**config.mk**
```make
export PLATFORM = sky130hd
export DESIGN_NAME = jump_target_unit
export DESIGN_NICKNAME = d
export VERILOG_FILES = /design/src/rtl/jump_target_unit.sv
export SDC_FILE = /design/constraint.sdc
export NUM_CORES = 1
export LEC_CHECK = 0
export ABC_AREA = 1
export CAP_MARGIN = 20
export CORE_ASPECT_RATIO = 2
export CORE_UTILIZATION = 40
export CTS_BUF_LIST = sky130_fd_sc_hd__clkbuf_8
export DETAILED_ROUTE_END_ITERATION = 8
export SLEW_MARGIN = 30
export SYNTH_ARGS = -nofsm -noshare
export SYNTH_HDL_FRONTEND = slang
export SYNTH_SLANG_ARGS = --single-unit
```
**constraint.sdc**
```tcl
create_clock -name clk -period 1.6 [get_ports clk]
set_clock_uncertainty 0.05 [all_clocks]
set_input_delay 0.16 -clock clk [delete_from_list [all_inputs] [get_ports clk]]
set_output_delay 0.16 -clock clk [all_outputs]
set_load 0.02 [all_outputs]
```
**src/rtl/jump_target_unit.sv**
```systemverilog
// Jump/call/return target selection for the program counter: software-loaded LUT plus return-address stack.
// Optional feature macro: JUMP_RAS_EN (return-address stack, depth counter and fault flags).
module jump_target_unit #(
  parameter int D = 12,
  parameter int L = 4,
  parameter int S = 4
) (
  input  logic                   clk,
  input  logic                   reset,
  input  logic [D-1:0]           prog_ctr,
  input  logic                   jump_req,
  input  logic                   jump_cond,
  input  logic                   call_req,
  input  logic                   ret_req,
  input  logic [L-1:0]           lut_idx,
  input  logic                   lut_we,
  input  logic [L-1:0]           lut_waddr,
  input  logic [D-1:0]           lut_wdata,
  input  logic                   fault_clr,
  output logic                   absjump_en,
  output logic [D-1:0]           target,
  output logic [$clog2(S+1)-1:0] ras_depth,
  output logic                   ovf_fault,
  output logic                   unf_fault
);

  localparam int N = 2 ** L;

  logic [D-1:0] lut_q [N];
  logic [D-1:0] lut_d [N];
  logic [D-1:0] lut_rdata;

  assign lut_rdata = lut_q[lut_idx];

  always_comb begin
    lut_d = lut_q;
    if (lut_we) lut_d[lut_waddr] = lut_wdata;
  end

  always_ff @(posedge clk) begin
    if (reset) lut_q <= '{default: '0};
    else       lut_q <= lut_d;
  end

`ifdef JUMP_RAS_EN
  localparam int DW = $clog2(S + 1);
  localparam int AW = (S > 1) ? $clog2(S) : 1;

  logic [D-1:0]  ras_q [S];
  logic [D-1:0]  ras_d [S];
  logic [DW-1:0] depth_q, depth_d;
  logic          ovf_q, ovf_d;
  logic          unf_q, unf_d;
  logic          ras_full, ras_empty;
  logic [AW-1:0] top_idx, push_idx;
  logic          do_push, do_pop, ovf_event, unf_event;

  assign ras_full  = (depth_q == DW'(S));
  assign ras_empty = (depth_q == '0);
  assign top_idx   = AW'(depth_q - DW'(1));
  assign push_idx  = AW'(depth_q);

  // Lower-priority requests never touch the stack or raise faults when ret_req is present.
  assign do_pop    = ret_req && !ras_empty;
  assign unf_event = ret_req && ras_empty;
  assign do_push   = !ret_req && call_req && !ras_full;
  assign ovf_event = !ret_req && call_req && ras_full;

  always_comb begin
    ras_d   = ras_q;
    depth_d = depth_q;
    if (do_push) begin
      ras_d[push_idx] = prog_ctr + D'(1);
      depth_d         = depth_q + DW'(1);
    end else if (do_pop) begin
      depth_d = depth_q - DW'(1);
    end
  end

  // A fault event in the same cycle as fault_clr leaves the flag set.
  always_comb begin
    ovf_d = ovf_event || (ovf_q && !fault_clr);
    unf_d = unf_event || (unf_q && !fault_clr);
  end

  always_ff @(posedge clk) begin
    if (reset) begin
      depth_q <= '0;
      ovf_q   <= 1'b0;
      unf_q   <= 1'b0;
    end else begin
      depth_q <= depth_d;
      ovf_q   <= ovf_d;
      unf_q   <= unf_d;
    end
  end

  // Stack storage is never cleared; only the pointer decides what is valid.
  always_ff @(posedge clk) begin
    if (!reset) ras_q <= ras_d;
  end

  assign ras_depth = depth_q;
  assign ovf_fault = ovf_q;
  assign unf_fault = unf_q;
`else
  logic unused_ras_inputs;

  assign unused_ras_inputs = ^{prog_ctr, fault_clr};
  assign ras_depth         = '0;
  assign ovf_fault         = 1'b0;
  assign unf_fault         = 1'b0;
`endif

  always_comb begin
    absjump_en = 1'b0;
    target     = '0;
    if (!reset) begin
      if (ret_req) begin
`ifdef JUMP_RAS_EN
        if (!ras_empty) begin
          absjump_en = 1'b1;
          target     = ras_q[top_idx];
        end
`endif
      end else if (call_req) begin
`ifdef JUMP_RAS_EN
        if (!ras_full) begin
          absjump_en = 1'b1;
          target     = lut_rdata;
        end
`else
        absjump_en = 1'b1;
        target     = lut_rdata;
`endif
      end else if (jump_req && jump_cond) begin
        absjump_en = 1'b1;
        target     = lut_rdata;
      end
    end
  end

endmodule

```
==> impl_metrics.csv <==
group,metric,value,unit
status,status,"complete, but fails checks",
status,violations,"negative setup slack",
sta,max_freq,559,MHz
synth,netlist_area,9240,µm²
final_layout,final_nets,1525,
hold_path,hold_depth,3,
synth,ys_seq_elements,192,
cts,htree_levels,4,
routing,num_vias,8976,
final_layout,largest_registers,"lut_q x192",
placement,gp_congestion,0.845,
hold_path,hp-class,"in -> reg",
cts,cts_buffers,17,
grt,grt_start_max_net_pins,108,
final_layout,final_cell_mix,"238 x nand2_1, 193 x nor2_1, 176 x buf_4, 174 x inv_1, 162 x a211oi_1",
cts,numClockSinks,192,
worst_setup_path,r2r-end,"lut_q[178]$_SDFFE_PP0P_",
worst_setup_path,end_kind,"primary output",
routing,drt_first_iter_violations,552,
worst_setup_path,cpPeakStageDelay,0.51,ns
final_layout,final_util,54.6,%
final_layout,final_cells,1776,
sta,setup_violations,12,
grt,grt.total_usage,26.3,%
cts,cts_tree,"built",
placement,dp_cells,1746,
worst_setup_path,path_cells,"clkdlybuf4s50_1 -> buf_4 -> nand3_1 -> a21oi_2 -> nor2_2 -> buf_6",
cts,cts_hold_buffers,0,
sta,tns,-1.97,ns
floorplanning,die_h,217,µm
cts,root_buffer,"clkbuf_8",
worst_setup_path,r2r_slack,0.65,ns
worst_setup_path,worstRegToRegCells,4,
floorplanning,std_cell_rows,78,
cts,cts.clk_slew.worst_paths,0.10,ns
floorplanning,coreArea,22600,µm²
worst_setup_path,cp_top_family,"buffers and inverters",
synth,ys_warn_count,0,
final_layout,syn_to_final_growth,33.8,%
routing,ant_nets,0,
sta,finalWorstSetupSlack,-0.189,ns
sta,period_share,112,%
grt,antenna_found_initial,0,
pwr,power_density,779,nW/µm²
worst_setup_path,crit_path_top_delay_cell,"clkdlybuf4s50_1",
final_layout,diodes,0,
grt,grt_remaining_overflow,0,
synth,seq_area_frac_synth,41.6,%
routing,routed_wl,29900,µm
sta,period_needed,1.79,ns
routing,detail_route.wl_per_cell,16.8,µm
worst_setup_path,required,1.39,ns
pwr,max-vdd-ir-drop,0.530,mV
sta,tightest_slew,0.715,ns
routing,viasPerCell,5.05,
floorplanning,ios,58,
sta,finalMaxSlewViolations,0,
final_layout,final_common_cell,"nand2_1",
floorplanning,initial_utilization,40.8,%
synth,ys_types,18,
floorplanning,die-area,23800,µm²
final_layout,fill_cells,2145,
worst_setup_path,path_class,"in -> out",
synth,synth.avg_cell_area,6.93,µm²
cts,clock_latency,0.49,ns
worst_setup_path,arrival,1.58,ns
grt,grt_pass1_vias,8720,
floorplanning,die_w,109,µm
worst_setup_path,path_buf_inv,3,
routing,drt_pass1_iterations,7,
sta,rsz0062_at_grt,"yes",
worst_setup_path,cp_max_fo,18,
sta,relSlewSlack,52.3,%
sta,hold_viol_final,0,
placement,place_ws,-0.623,ns
worst_setup_path,critPathLaunchType,"primary input",
flow_run,maxCapViolations,0,
routing,drc,0,
hold_path,worstHoldStart,"reset",
placement,portBuffers,39,
placement,hpwl,19200,µm
final_layout,largest_reg_flops,192,
final_layout,drive_gt1_share,29.4,%
grt,grt_first_pass_wirelength,46600,µm
final_layout,largest_register,"lut_q",
synth,synth_cells,1334,
cts,clock_path_buffers,2,
worst_setup_path,r2r-start,"lut_q[178]$_SDFFE_PP0P_",
hold_path,worstHoldEndpoint,"lut_q[126]$_SDFFE_PP0P_",
pwr,p_leak,5.15,nW
## Yosys cell counts, drive strengths merged
cell	number	share of area (%)
a211oi	180	16
a21oi	24	1.3
buf	78	4.4
clkbuf	44	1.8
conb	1	0.041
dfxtp	192	42
inv	199	8.1
nand2	257	10
nand3	142	7.7
nand4	1	0.068
nor2	203	8.3
o21ai	13	0.70
## per-stage QoR
stage	area [µm²]	total power, mW	hold slack (ns)
final	12400	9.64	0.145
after global routing	12400	9.99	0.151
after CTS	12100	9.64	0.116
after detailed placement	11500	6.41	0.404
after global placement	11500	6.40	0.399
after floorplan	9260	5.75	0.385
## worst max-delay path by stage
stage                                  startpoint         end  slack [ns]  cells after the start
after floorplan                        lut_idx[0]  target[10]        0.14                     11
after global placement                 lut_idx[2]   target[0]       -0.64                      6
after CTS                  lut_q[61]$_SDFFE_PP0P_   target[1]       -0.20                      7
after global routing      lut_q[113]$_SDFFE_PP0P_   target[5]       -0.27                      9
final                                  lut_idx[2]   target[0]       -0.19                      6
after detailed placement               lut_idx[2]   target[0]       -0.62                      6
## worst reg2reg max path, cell delays in order, from the launching register on
cell and delay, ns:
dfxtp_2 0.33, inv_2 0.04, buf_4 0.12, buf_4 0.12
a211oi_1 0.21
## per-layer routing
layer | track usage (%) | vias to the layer above | part of all wire [%]
li1 | - | 4569 | -
met3 | 4.52 | 80 | 4.0
met5 | 0 | - | 0
met1 | 29.6 | 4128 | 40
met2 | 45.5 | 199 | 51
met4 | 15.1 | 0 | 5.2
## cell families after synthesis
family | after synthesis | share of synthesized area [%]
flops | 192 | 41.6
simple gates | 603 | 26.5
other cells | 1 | 0.0406
compound gates | 217 | 17.6
buf+inv | 321 | 14.3
## power breakdown
group          internal, mW  switching, mW
Sequential             4.88         0.0282
Combinational         0.611          0.900
Clock                  1.45           1.77
Total                  6.94           2.70
## repair_timing
action	CTS	global route
resized for setup	156	88
pin swaps	25	53
setup buffers	2	2
cloned	0	0
endpoints found under the hold margin	0	0
setup endpoints to repair	13	13
## cell type report
type	instances	area, µm²	area share, %
clock buffer	19	262	2.11
multi-input combinational	825	4530	36.7
clock inverter	11	115	0.931
timing repair buffer	250	2470	19.9
tap	280	350	2.83
sequential	192	3890	31.5
inverter	199	747	6.04
Note: power is estimated with default switching activity, not from simulation.
